File: config.mk
export PLATFORM = sky130hd
export DESIGN_NAME = byte_pack_writer
export DESIGN_NICKNAME = d
export VERILOG_FILES = /design/src/rtl/byte_pack_pkg.sv /design/src/rtl/byte_pack_writer_fifo.sv /design/src/rtl/byte_pack_writer.sv
export SDC_FILE = /design/constraint.sdc
export NUM_CORES = 1
export LEC_CHECK = 0
export CELL_PAD_IN_SITES_DETAIL_PLACEMENT = 1
export CELL_PAD_IN_SITES_GLOBAL_PLACEMENT = 2
export CORE_UTILIZATION = 38
export CTS_CLUSTER_SIZE = 16
export DETAILED_ROUTE_END_ITERATION = 8
export GPL_TIMING_DRIVEN = 0
export PLACE_DENSITY_LB_ADDON = 0.1
export SLEW_MARGIN = 20
export SYNTH_ARGS = -nofsm -noshare
export SYNTH_HDL_FRONTEND = slang
export SYNTH_SLANG_ARGS = --single-unit
File: constraint.sdc
create_clock -name clk -period 15.24 [get_ports clk]
set_input_delay 4.572 -clock clk [delete_from_list [all_inputs] [get_ports clk]]
set_output_delay 4.572 -clock clk [all_outputs]
set_load 0.005 [all_outputs]
File: src/rtl/byte_pack_pkg.sv
// Shared types and constants for the byte-to-half-word packing writer.
package byte_pack_pkg;

  // Half-word address width the entry type is built with; the writer
  // refuses to elaborate with any other ADDR_W.
  localparam int ADDR_W_PKG = 24;

  // Byte lane selected by byte address bit 0.
  localparam logic LANE_LO = 1'b0;
  localparam logic LANE_HI = 1'b1;

  // One packed half-word write as it travels through the FIFO.
  typedef struct packed {
    logic [ADDR_W_PKG-1:0] waddr;
    logic [15:0]           data;
    logic [1:0]            be;
  } hw_entry_t;

  // Place a byte on its lane of a half-word; the other lane is zero.
  function automatic logic [15:0] lane_data(input logic lane, input logic [7:0] b);
    return (lane == LANE_HI) ? {b, 8'h00} : {8'h00, b};
  endfunction

  // One-hot byte enable for a lane.
  function automatic logic [1:0] lane_be(input logic lane);
    return (lane == LANE_HI) ? 2'b10 : 2'b01;
  endfunction

endpackage

File: src/rtl/byte_pack_writer_fifo.sv
// Generic synchronous FIFO with a combinational head view. Push while full
// is accepted only when a pop happens in the same cycle; otherwise it is
// ignored and the caller decides what to do about the loss.
module sync_fifo #(
  parameter int WIDTH = 8,
  parameter int DEPTH = 8
) (
  input  logic                     clk,
  input  logic                     reset,
  input  logic                     push,
  input  logic [WIDTH-1:0]         push_data,
  input  logic                     pop,
  output logic [WIDTH-1:0]         head,
  output logic                     empty,
  output logic                     full,
  output logic [$clog2(DEPTH):0]   count
);

  localparam int PTR_W = $clog2(DEPTH);
  localparam logic [PTR_W:0] FULL_COUNT = (PTR_W+1)'(DEPTH);

  if (DEPTH < 2 || (DEPTH & (DEPTH - 1)) != 0) begin : g_bad_depth
    $error("sync_fifo: DEPTH must be a power of two and at least 2");
  end

  logic [WIDTH-1:0] mem_reg [DEPTH];
  logic [PTR_W-1:0] wr_ptr_reg;
  logic [PTR_W-1:0] rd_ptr_reg;
  logic [PTR_W:0]   count_reg;
  logic [PTR_W:0]   count_next;
  logic             pop_fire;
  logic             push_fire;
  logic [DEPTH-1:0] wr_en;

  // A pop frees the slot the same cycle, so a full FIFO still takes a push then.
  assign pop_fire  = pop && (count_reg != '0);
  assign push_fire = push && ((count_reg != FULL_COUNT) || pop_fire);

  // Per-entry write enables decoded from the write pointer.
  for (genvar gi = 0; gi < DEPTH; gi++) begin : g_wr_en
    assign wr_en[gi] = push_fire && (wr_ptr_reg == PTR_W'(gi));
  end

  // Occupancy follows the push/pop pair of this cycle.
  always_comb begin
    count_next = count_reg;
    case ({push_fire, pop_fire})
      2'b10:   count_next = count_reg + 1'b1;
      2'b01:   count_next = count_reg - 1'b1;
      default: count_next = count_reg;
    endcase
  end

  // Storage: cleared on reset so the head view reads zero until first use.
  always_ff @(posedge clk or posedge reset) begin
    if (reset) begin
      for (int i = 0; i < DEPTH; i++) mem_reg[i] <= '0;
    end else begin
      for (int i = 0; i < DEPTH; i++) begin
        if (wr_en[i]) mem_reg[i] <= push_data;
      end
    end
  end

  // Pointers wrap naturally because DEPTH is a power of two.
  always_ff @(posedge clk or posedge reset) begin
    if (reset) begin
      wr_ptr_reg <= '0;
      rd_ptr_reg <= '0;
      count_reg  <= '0;
    end else begin
      if (push_fire) wr_ptr_reg <= wr_ptr_reg + 1'b1;
      if (pop_fire)  rd_ptr_reg <= rd_ptr_reg + 1'b1;
      count_reg <= count_next;
    end
  end

  assign head  = mem_reg[rd_ptr_reg];
  assign empty = (count_reg == '0);
  assign full  = (count_reg == FULL_COUNT);
  assign count = count_reg;

endmodule

File: src/rtl/byte_pack_writer.sv
// Packs a byte-per-cycle write stream into 16-bit half-word writes with byte
// enables, buffers them and drains them to a req/ack memory port.
module byte_pack_writer
  import byte_pack_pkg::*;
#(
  parameter int ADDR_W = 24,
  parameter int DEPTH  = 8
) (
  input  logic              clk,
  input  logic              reset,
  input  logic [31:0]       in_addr,
  input  logic [7:0]        in_data,
  input  logic              in_wr,
  output logic [ADDR_W-1:0] mem_addr,
  output logic [15:0]       mem_wdata,
  output logic [1:0]        mem_be,
  output logic              mem_wr_req,
  input  logic              mem_wr_ack,
  output logic              busy,
  output logic              overflow
);

  if (ADDR_W != ADDR_W_PKG) begin : g_bad_addr_w
    $error("byte_pack_writer: ADDR_W must equal byte_pack_pkg::ADDR_W_PKG");
  end

  localparam int ENTRY_W = $bits(hw_entry_t);
  localparam int CNT_W   = $clog2(DEPTH) + 1;

  // Byte address bits above the half-word address are intentionally ignored.
  if (ADDR_W < 31) begin : g_unused_addr
    logic unused_addr_bits;
    assign unused_addr_bits = ^in_addr[31:ADDR_W+1];
  end

  logic                 lane;
  logic [ADDR_W-1:0]    in_waddr;
  hw_entry_t            new_entry;

  hw_entry_t            pend_reg;
  hw_entry_t            pend_next;
  logic                 pend_valid_reg;
  logic                 pend_valid_next;

  logic                 push_req;
  hw_entry_t            push_entry;
  logic                 pop_req;

  logic [ENTRY_W-1:0]   fifo_head;
  hw_entry_t            head_entry;
  logic                 fifo_empty;
  logic                 fifo_full;
  logic [CNT_W-1:0]     fifo_count;

  logic                 overflow_reg;

  assign lane      = in_addr[0];
  assign in_waddr  = in_addr[ADDR_W:1];
  assign new_entry = '{waddr: in_waddr, data: lane_data(lane, in_data), be: lane_be(lane)};

  // Pack decision: at most one push per cycle plus the next pending state.
  always_comb begin
    push_req        = 1'b0;
    push_entry      = pend_reg;
    pend_next       = pend_reg;
    pend_valid_next = pend_valid_reg;
    if (in_wr) begin
      if (!pend_valid_reg) begin
        pend_next       = new_entry;
        pend_valid_next = 1'b1;
      end else if ((pend_reg.waddr == in_waddr) && !pend_reg.be[lane]) begin
        // Second half of the pair: complete the word and send it straight on.
        push_req         = 1'b1;
        push_entry.be    = 2'b11;
        push_entry.data  = (lane == LANE_HI) ? {in_data, pend_reg.data[7:0]}
                                             : {pend_reg.data[15:8], in_data};
        pend_valid_next  = 1'b0;
      end else begin
        // Different word, or the lane is taken: retire pending as a partial.
        push_req        = 1'b1;
        pend_next       = new_entry;
        pend_valid_next = 1'b1;
      end
    end else if (pend_valid_reg) begin
      // Idle cycle: flush whatever is pending so writes never linger.
      push_req        = 1'b1;
      pend_valid_next = 1'b0;
    end
  end

  // Pending half-word register.
  always_ff @(posedge clk or posedge reset) begin
    if (reset) begin
      pend_reg       <= '0;
      pend_valid_reg <= 1'b0;
    end else begin
      pend_reg       <= pend_next;
      pend_valid_reg <= pend_valid_next;
    end
  end

  assign pop_req = mem_wr_req && mem_wr_ack;

  sync_fifo #(
    .WIDTH (ENTRY_W),
    .DEPTH (DEPTH)
  ) u_fifo (
    .clk       (clk),
    .reset     (reset),
    .push      (push_req),
    .push_data (push_entry),
    .pop       (pop_req),
    .head      (fifo_head),
    .empty     (fifo_empty),
    .full      (fifo_full),
    .count     (fifo_count)
  );

  // Sticky loss flag: a push met a full FIFO with nothing leaving.
  always_ff @(posedge clk or posedge reset) begin
    if (reset) begin
      overflow_reg <= 1'b0;
    end else if (push_req && fifo_full && !pop_req) begin
      overflow_reg <= 1'b1;
    end
  end

  assign head_entry = hw_entry_t'(fifo_head);
  assign mem_addr   = head_entry.waddr;
  assign mem_wdata  = head_entry.data;
  assign mem_be     = head_entry.be;
  assign mem_wr_req = (fifo_count != '0);
  assign busy       = pend_valid_reg || !fifo_empty;
  assign overflow   = overflow_reg;

endmodule

==> impl_metrics.json, run 1 <==
{
  "gp_congestion": 0.7763,
  "layout_common_cells": "390 x dfrtp_1, 205 x mux2_2, 161 x nand2_1, 148 x a21oi_1, 146 x nor2_1",
  "path_buf_inv": 4,
  "max_slew.worst_pin.slew_ns": 1.167,
  "hold_viol": 0,
  "hold_class": "reg -> reg",
  "leakagePower_nw": 8.825,
  "cts_hold_buf": 0,
  "grt-ovfl-total": 0,
  "final_common_cell": "dfrtp_1",
  "ys_warn_count": 0,
  "cp_max_fo": 10,
  "top_layer_used": "met4",
  "post_cts_buffers": 0,
  "grt_setup_unrepaired": "no",
  "yosysUniqueCellTypes": 35,
  "cellPowerDensity_mw_per_mm2": 226.5,
  "coreArea_sq_mm": 0.04567,
  "wl_met2_um": 26600,
  "netlist_area_sq_mm": 0.01768,
  "finalCriticalPeriod_ns": 8.684,
  "avgSynthCellArea_sq_um": 12.20,
  "criticalPathCategory": "reg -> out",
  "wl_per_cell_um": 24.24,
  "grt_pass1_vias": 13000,
  "cts_buffers": 45,
  "start_util": 0.3870,
  "std_cell_rows": 78,
  "clkTransAtPathRegs_ns": 0.06,
  "ff_latch_area_sq_mm": 0.009759,
  "h-tree-depth": 2,
  "largest_reg_flops": 336,
  "post-route-drc-count": 0,
  "drive_above_1_share": 0.2471,
  "crit_family": "buffers and inverters",
  "clk_path_buf_depth": 3,
  "dp_hpwl_um": 37750,
  "cts_tree": "done",
  "nFillCells": 4823,
  "die-area_sq_mm": 0.04738,
  "syn_nets": 1503,
  "root_buffer": "clkbuf_16",
  "slowest_delay_ns": 0.79,
  "die_w_um": 217.7,
  "setup_viol": 0,
  "multi_input_area_sq_mm": 0.007373,
  "path_common_cell": "buf_1",
  "setup-tns-final_ns": 0,
  "drtPass1Iterations": 5,
  "startpoint": "u_fifo.rd_ptr_reg[0]",
  "crit_path_top_delay_cell": "buf_1",
  "drt-total-wl_um": 53970,
  "synth_seq_cells": 390,
  "fin_skew_ns": 0.01574,
  "first_iter_violations": 727,
  "area_growth_pct": 19.47,
  "grt_usage": 0.2382,
  "cts_sinks": 390,
  "diodes": 0,
  "met1_length_um": 24820,
  "drv_cap": 0,
  "max_freq_ghz": 0.1152,
  "ios": 89,
  "cts_resized": 0,
  "fin_util": 0.4624,
  "critPathLaunchType": "register",
  "antenna_found_initial": 0,
  "async_flop_share": 1.000,
  "clk_latency_ns": 0.57,
  "grt_pass1_wl_um": 84160,
  "synth-main-ff-cell": "dfrtp_1",
  "cp_cell_sequence": "clkbuf_1, buf_1, buf_1, mux4_2, mux2_2, clkdlybuf4s50_1",
  "cp_data_required_time_ns": 10.67,
  "routed-wl-met3_um": 1499,
  "fin_nets": 1646,
  "synthCells": 1449,
  "die_h_um": 217.7,
  "ys_seq_area_frac": 0.5521,
  "r2r_start": "pend_reg[24]",
  "vias_per_cell": 5.388,
  "period_share": 0.5698,
  "hp-start": "u_fifo.mem_reg[36]",
  "status": "finished clean",
  "arrival_ns": 4.11,
  "peakVddDrop_v": 0.00009476,
  "port_buffers": 81,
  "drv_slew": 0,
  "grt_max_degree": 32,
  "cp-end-kind": "output pin",
  "antenna_left": 0,
  "synth_edf_count": 0,
  "max-slew-margin-rel": 0.2119,
  "num_vias": 12000
}
## cell type report
class | instances | share of cell area
Sequential cell | 390 | 0.4621
Clock buffer | 72 | 0.06725
Tap cell | 600 | 0.03555
Multi-Input combinational cell | 901 | 0.3492
Timing Repair Buffer | 96 | 0.05344
Inverter | 40 | 0.007288
Buffer | 118 | 0.02133
Clock inverter | 10 | 0.003851
## layer usage
layer	vias up	GRT usage
li1	5392	-
met5	-	0
met3	60	0.02524
met4	0	0.06573
met2	191	0.3911
met1	6355	0.3351
## through the flow
step                      setup WS (ns)  std cells  power [mW]  instance area, sq um  hold WS, ns
after global routing              6.323       2227       5.091                 21120       0.4909
after detailed placement          6.860       2144       3.727                 19580       0.4629
after global placement            2.340       2130       3.654                 19240       0.4583
after floorplan                   5.422       1449       2.947                 17680       0.4411
after CTS                         6.311       2226       4.849                 21080       0.4770
final                             6.556       2227       4.784                 21120       0.4723
## cells in the mapped netlist, types with 5 or more instances
cell type | number | share of area
dfrtp_1 | 390 | 0.55
mux2_2 | 205 | 0.13
nand2_1 | 161 | 0.034
a21oi_1 | 148 | 0.042
nor2_1 | 146 | 0.031
clkbuf_1 | 98 | 0.021
mux4_2 | 84 | 0.11
o21ai_0 | 46 | 0.013
inv_1 | 39 | 0.0083
a41oi_1 | 24 | 0.012
buf_1 | 17 | 0.0036
xnor2_1 | 14 | 0.0069
ha_1 | 10 | 0.0071
a41oi_2 | 8 | 0.0074
and3_1 | 8 | 0.0028
nand2b_1 | 8 | 0.0028
nor4_1 | 5 | 0.0018
xor2_1 | 5 | 0.0025
## path summary, 6_finish.rpt
path,endpoint,slack (ns),cells after the start
max in group asynchronous,u_fifo.mem_reg[197],9.26,7
min in group asynchronous,u_fifo.count[2],4.46,2
min reg2reg,u_fifo.mem_reg[36],0.47,2
min,u_fifo.mem_reg[36],0.47,2
max reg2reg,u_fifo.mem_reg[263],11.68,8
max,mem_wdata[3],6.56,6
## report_power, final
part	switching, mW	internal (mW)
sequential	0.255	1.51
combinational	0.854	1.08
clock	0.436	0.653
total	1.55	3.24
## worst reg2reg max path, stage by stage (launching register included)
cell	delay [ns]
dfrtp_1	0.36
clkbuf_1	0.22
xnor2_1	0.32
o221ai_1	0.24
nor4_2	0.66
clkbuf_1	0.40
a41oi_1	0.18
a41oi_1	0.82
a21oi_1	0.19
## cell families (layout without fill, tap and decap cells)
group / Yosys count / count (layout) / synth area share
mux: 290 / 290 / 0.2382
simple gates: 345 / 345 / 0.07985
xor+xnor: 19 / 19 / 0.009415
fa+ha+maj: 10 / 10 / 0.007079
compound gates: 237 / 237 / 0.07956
flops: 390 / 390 / 0.5521
buf+inv: 158 / 336 / 0.03376
Note: power is estimated with default switching activity, not from simulation.
==> inputs of run 2 (changes only) <==
--- a/config.mk
+++ b/config.mk
@@ -7,7 +7,7 @@
 export LEC_CHECK = 0
 export CELL_PAD_IN_SITES_DETAIL_PLACEMENT = 1
 export CELL_PAD_IN_SITES_GLOBAL_PLACEMENT = 2
-export CORE_UTILIZATION = 38
+export CORE_UTILIZATION = 42
 export CTS_CLUSTER_SIZE = 16
 export DETAILED_ROUTE_END_ITERATION = 8
 export GPL_TIMING_DRIVEN = 0
==> constraint.sdc (replaced) <==
create_clock -name clk -period 8.9 [get_ports clk]
set_input_delay 2.67 -clock clk [delete_from_list [all_inputs] [get_ports clk]]
set_output_delay 2.67 -clock clk [all_outputs]
set_load 0.005 [all_outputs]
==> run 2 against run 1 <==
Compared with the run above: wire length fell by 1.6%; sequential power rose by 72%; via count rose by 0.95%; register-to-register slack got worse by 6.6 ns; first-iteration DRC count rose by 7.3%; global-route usage rose by 2.0 points; clock skew rose by 0.0056 ns; worst hold slack improved by 0.00052 ns; sequential share of layout area rose by 0.35 points.
==> impl_metrics.json, run 2 (synthesized netlist as in run 1, its figures left out) <==
{
  "path_depth": 6,
  "dpl.cell_count": 2076,
  "met2_usage": 0.4102,
  "met1_usage": 0.3668,
  "root_buffer": "clkbuf_16",
  "finalCriticalPeriod_ns": 6.878,
  "path_common_cell": "buf_1",
  "start_util": 0.4290,
  "cp-end-kind": "output pin",
  "drv_cap": 0,
  "wl_per_cell_um": 24.63,
  "clk_latency_ns": 0.58,
  "coreArea_sq_mm": 0.04120,
  "ios": 89,
  "rrSetupSlack_ns": 5.10,
  "criticalPathCategory": "reg -> out",
  "p_switching_mw": 2.677,
  "largest_reg_flops": 336,
  "std_cell_rows": 74,
  "setup_viol": 0,
  "drive_above_1_share": 0.2412,
  "leakagePower_nw": 8.787,
  "hold_viol": 0,
  "grt_pass1_wl_um": 83040,
  "antenna_left": 0,
  "cts_resized": 0,
  "post-route-drc-count": 0,
  "gp_congestion": 0.7776,
  "first_iter_violations": 780,
  "post_cts_buffers": 0,
  "max_slew.worst_pin.slew_ns": 1.160,
  "cts_tree": "done",
  "period_share": 0.7728,
  "cts_hold_buf": 0,
  "clkTransAtPathRegs_ns": 0.06,
  "die-area_sq_mm": 0.04291,
  "status": "finished clean",
  "cts_sinks": 390,
  "drtPass1Iterations": 5,
  "grt_busiest_layer": "met2",
  "hold_class": "reg -> reg",
  "seq_power_share": 0.369,
  "fin_nets": 1645,
  "grt_usage": 0.2579,
  "dp_hpwl_um": 37350,
  "peakVddDrop_v": 0.0001700,
  "antenna_found_initial": 1,
  "num_vias": 12110,
  "grt_pass1_vias": 13150,
  "crit_path_top_delay_cell": "buf_1",
  "use_met3": 0.03805,
  "cp_cell_sequence": "clkbuf_1, buf_1, buf_1, mux4_2, mux2_2, clkdlybuf4s50_1",
  "p_int_mw": 5.520,
  "holdPathStages": 2,
  "fin_skew_ns": 0.02135,
  "fin_cells": 2157,
  "grt_setup_unrepaired": "no",
  "power.total_mw": 8.197,
  "area_growth_pct": 18.57,
  "vias_per_cell": 5.615,
  "arrival_ns": 4.21,
  "port_buffers": 81,
  "reg2regPathDepth": 8,
  "max_freq_ghz": 0.1454,
  "die_h_um": 207.1,
  "grt-ovfl-total": 0,
  "power_frac_clock": 0.226,
  "swShare": 0.3266,
  "slowest_delay_ns": 0.84,
  "drt-total-wl_um": 53130,
  "clk_path_buf_depth": 3,
  "cp_max_fo": 10,
  "power_frac_comb": 0.405,
  "diodes": 0,
  "die_w_um": 207.1,
  "path_buf_inv": 4,
  "layout_common_cells": "390 x dfrtp_1, 205 x mux2_2, 161 x nand2_1, 148 x a21oi_1, 146 x nor2_1",
  "max-slew-margin-rel": 0.2162,
  "crit_family": "buffers and inverters",
  "cts_buffers": 45,
  "final_common_cell": "dfrtp_1",
  "cellPowerDensity_mw_per_mm2": 391.1,
  "critPathLaunchType": "register",
  "cp_data_required_time_ns": 6.23,
  "grt_max_degree": 34,
  "drv_slew": 0,
  "h-tree-depth": 2
}
==> run 2: changes by cell type in the layout (fill, tap and decap cells not counted), sizes merged <==
cell / previous run / this run
bufinv: 1 / 2
inv: 39 / 40
clkbuf: 172 / 170
clkinv: 8 / 6
==> run 2: layout make-up <==
| type | count | area, sq um |
|---|---|---|
| Fill cell | 4243 | 20240 |
| Sequential cell | 390 | 9759 |
| Multi-Input combinational cell | 901 | 7352 |
| Clock buffer | 71 | 1345 |
| Timing Repair Buffer | 95 | 1099 |
| Tap cell | 532 | 665.6 |
| Buffer | 118 | 450.4 |
| Inverter | 40 | 153.9 |
| Clock inverter | 10 | 132.6 |
==> run 2: worst paths after layout <==
path / from / end
worst max register to register: pend_reg[21] / u_fifo.mem_reg[179]
max in group asynchronous: reset / u_fifo.mem_reg[150]
worst min register to register: u_fifo.mem_reg[201] / u_fifo.mem_reg[201]
min in group asynchronous: reset / u_fifo.count[3]
worst min-delay path: u_fifo.mem_reg[201] / u_fifo.mem_reg[201]
worst max-delay path: u_fifo.rd_ptr_reg[0] / mem_addr[2]
==> run 2: power groups by stage <==
stage               sequential, mW  clock (mW)  combinational [mW]
floorplan                     2.88           0                2.16
global placement              3.00           0                3.27
detailed placement            3.04           0                3.36
CTS                           3.02        1.90                3.38
global route                  3.12        1.95                3.62
finish                        3.03        1.85                3.32
==> run 2: routing by layer <==
metal | vias up | routed length, um | part of all wire
met5 | - | 0 | 0
met4 | 0 | 1278 | 0.024
met3 | 75 | 2111 | 0.040
met2 | 214 | 25320 | 0.48
met1 | 6436 | 24420 | 0.46
li1 | 5387 | - | -
==> run 2: worst reg2reg max path, cell delays in order (launching register included) <==
cell and delay [ns]:
dfrtp_1 0.33, clkbuf_1 0.43, xnor2_1 0.21, nand2_1 0.16, nor4_1 0.89, clkbuf_1 0.40, a41oi_1 0.18, a41oi_1 0.85
a21oi_1 0.19
==> run 2: per-stage QoR <==
step | setup slack [ns] | setup TNS (ns) | hold WS, ns | util | cell area, sq um
floorplan | 0.9841 | 0 | 0.4411 | - | 17680
global placement | -2.003 | -758.73 | 0.4559 | 0.4649 | 19160
detailed placement | 2.546 | 0 | 0.4637 | 0.4720 | 19450
CTS | 1.914 | 0 | 0.4776 | 0.5078 | 20920
global route | 1.776 | 0 | 0.4987 | 0.5087 | 20960
finish | 2.022 | 0 | 0.4729 | 0.5087 | 20960
==> inputs of run 3 (changes only) <==
--- a/config.mk
+++ b/config.mk
@@ -7,7 +7,7 @@
 export LEC_CHECK = 0
 export CELL_PAD_IN_SITES_DETAIL_PLACEMENT = 1
 export CELL_PAD_IN_SITES_GLOBAL_PLACEMENT = 2
-export CORE_UTILIZATION = 42
+export CORE_UTILIZATION = 38
 export CTS_CLUSTER_SIZE = 16
 export DETAILED_ROUTE_END_ITERATION = 8
 export GPL_TIMING_DRIVEN = 0
==> constraint.sdc (replaced) <==
create_clock -name clk -period 5.9 [get_ports clk]
set_input_delay 1.77 -clock clk [delete_from_list [all_inputs] [get_ports clk]]
set_output_delay 1.77 -clock clk [all_outputs]
set_load 0.005 [all_outputs]
==> run 3 against run 2 <==
Compared with the run above: via count down 1.2%; first-iteration DRC count up 3.1%; sequential share of layout area down 0.39 points; critical path depth unchanged; critical endpoint is now mem_addr[5]; total power rose by 51%; wire length rose by 1.7%.
==> impl_metrics.json, run 3 (synthesized netlist as in run 1, its figures left out) <==
{
  "setup-tns-final_ns": 0,
  "grt_setup_unrepaired": "no",
  "nFillCells": 4818,
  "clkTransAtPathRegs_ns": 0.06,
  "drv_slew": 0,
  "post-route-drc-count": 0,
  "dp_hpwl_um": 37750,
  "cellPowerDensity_mw_per_mm2": 585.0,
  "grt-ovfl-total": 0,
  "fin_nets": 1645,
  "die-area_sq_mm": 0.04738,
  "cp_max_fo": 10,
  "crit_path_top_delay_cell": "clkdlybuf4s15_1",
  "port_buffers": 81,
  "finalCriticalPeriod_ns": 5.686,
  "hold_end": "u_fifo.mem_reg[36]",
  "status": "finished clean",
  "cp_cell_sequence": "clkbuf_1, clkdlybuf4s15_1, clkdlybuf4s15_2, mux4_2, mux2_2, clkdlybuf4s50_1",
  "num_vias": 11970,
  "max_slew.worst_pin.slew_ns": 1.200,
  "layout_common_cells": "390 x dfrtp_1, 205 x mux2_2, 161 x nand2_1, 148 x a21oi_1, 146 x nor2_1",
  "fin_skew_ns": 0.01353,
  "antenna_left": 0,
  "peakVddDrop_v": 0.0002447,
  "drive_above_1_share": 0.2478,
  "dpl.cell_count": 2144,
  "crit_family": "buffers and inverters",
  "post_cts_buffers": 0,
  "fin_hold_ws_ns": 0.4719,
  "grt_usage": 0.2381,
  "fin_ws_ns": 0.2145,
  "drv_cap": 0,
  "criticalPathCategory": "reg -> out",
  "drt-total-wl_um": 54030,
  "setup_viol": 0,
  "die_h_um": 217.7,
  "area_growth_pct": 19.58,
  "clk_path_buf_depth": 3,
  "power_frac_comb": 0.404,
  "path_buf_inv": 4,
  "max_freq_ghz": 0.1759,
  "power_frac_clock": 0.227,
  "vias_per_cell": 5.375,
  "grt_max_degree": 32,
  "cts_sinks": 390,
  "holdPathStages": 2,
  "seq_power_share": 0.368,
  "r2r-end": "u_fifo.mem_reg[263]",
  "cts_tree": "done",
  "power.total_mw": 12.37,
  "slowest_delay_ns": 0.76,
  "max-slew-margin-rel": 0.1893,
  "gp_congestion": 0.7763,
  "final_cell_area_sq_mm": 0.02114,
  "h-tree-depth": 2,
  "grt_pass1_vias": 13000,
  "placed_cell_area_sq_mm": 0.01958,
  "wl_per_cell_um": 24.27,
  "std_cell_rows": 78,
  "period_share": 0.9636,
  "diodes": 0,
  "critPathLaunchType": "register",
  "cts_buffers": 45,
  "cp-end-kind": "output pin",
  "start_util": 0.3870,
  "p_switching_mw": 3.996,
  "dp_slack_ns": 0.3217,
  "grt_pass1_wl_um": 84110,
  "fin_cells": 2226,
  "ios": 89,
  "antenna_found_initial": 0,
  "arrival_ns": 3.92,
  "cp_data_required_time_ns": 4.13,
  "first_iter_violations": 804,
  "p_int_mw": 8.370,
  "hp-start": "u_fifo.mem_reg[36]",
  "hold_viol": 0,
  "root_buffer": "clkbuf_16",
  "fin_util": 0.4628,
  "drtPass1Iterations": 5,
  "leakagePower_nw": 8.829,
  "die_w_um": 217.7,
  "swShare": 0.3231,
  "clk_latency_ns": 0.57,
  "r2r_start": "pend_reg[24]",
  "final_common_cell": "dfrtp_1",
  "hold_class": "reg -> reg",
  "coreArea_sq_mm": 0.04567,
  "rrSetupSlack_ns": 2.37,
  "largest_reg_flops": 336,
  "reg2regPathDepth": 8
}
==> run 3: cell types whose count changed in the layout (fill, tap and decap cells not counted), sizes merged <==
cell	delta
bufinv	-1
inv	-1
clkinv	+2
buf	-4
clkdlybuf4s15	+5
==> run 3: cell type report <==
type / instances / area (sq um) / area share
clock buffer: 72 / 1420 / 0.06719
buffer: 118 / 484.2 / 0.02291
sequential: 390 / 9759 / 0.4617
inverter: 40 / 153.9 / 0.007281
tap: 600 / 750.7 / 0.03552
clock inverter: 10 / 81.33 / 0.003848
multi-input combinational: 901 / 7373 / 0.3488
timing repair buffer: 95 / 1114 / 0.05268
==> run 3: timing repair <==
item / CTS / global route
gates resized for setup: 9 / 0
hold buffers: 0 / 0
endpoints found under the setup margin: 32 / 0
==> run 3: worst max path at each step <==
stage	cells past startpoint	slack, ns	from	to
global route	6	0.02	u_fifo.rd_ptr_reg[0]	mem_addr[3]
detailed placement	8	0.32	in_addr[0]	u_fifo.mem_reg[304]
finish	6	0.21	u_fifo.rd_ptr_reg[0]	mem_addr[5]
CTS	6	0.1	u_fifo.rd_ptr_reg[0]	mem_addr[6]
floorplan	1	-1.12	reset	overflow
global placement	2	-4.20	reset	u_fifo.mem_reg[27]
==> run 3: per-layer routing <==
metal	global-route usage	vias up	share of wire
met2	0.3911	170	0.49
met3	0.02524	57	0.027
met4	0.06573	0	0.018
met1	0.3349	6352	0.46
met5	0	-	0
li1	-	5386	-
==> run 3: power by group through the flow <==
stage          clock, mW  sequential [mW]  combinational, mW
3_3_place_gp           0             4.53               4.90
5_1_grt             2.99             4.71               5.46
3_5_place_dp           0             4.58               5.05
6_report            2.81             4.55               5.00
4_1_cts             2.90             4.55               5.09
2_1_floorplan          0             4.35               3.26
==> run 3: worst reg2reg max path, stage by stage (launching register included) <==
cell	delay, ns
dfrtp_1	0.36
clkbuf_1	0.22
xnor2_1	0.32
o221ai_1	0.24
nor4_2	0.64
clkbuf_1	0.40
a41oi_1	0.18
a41oi_1	0.80
a21oi_1	0.18
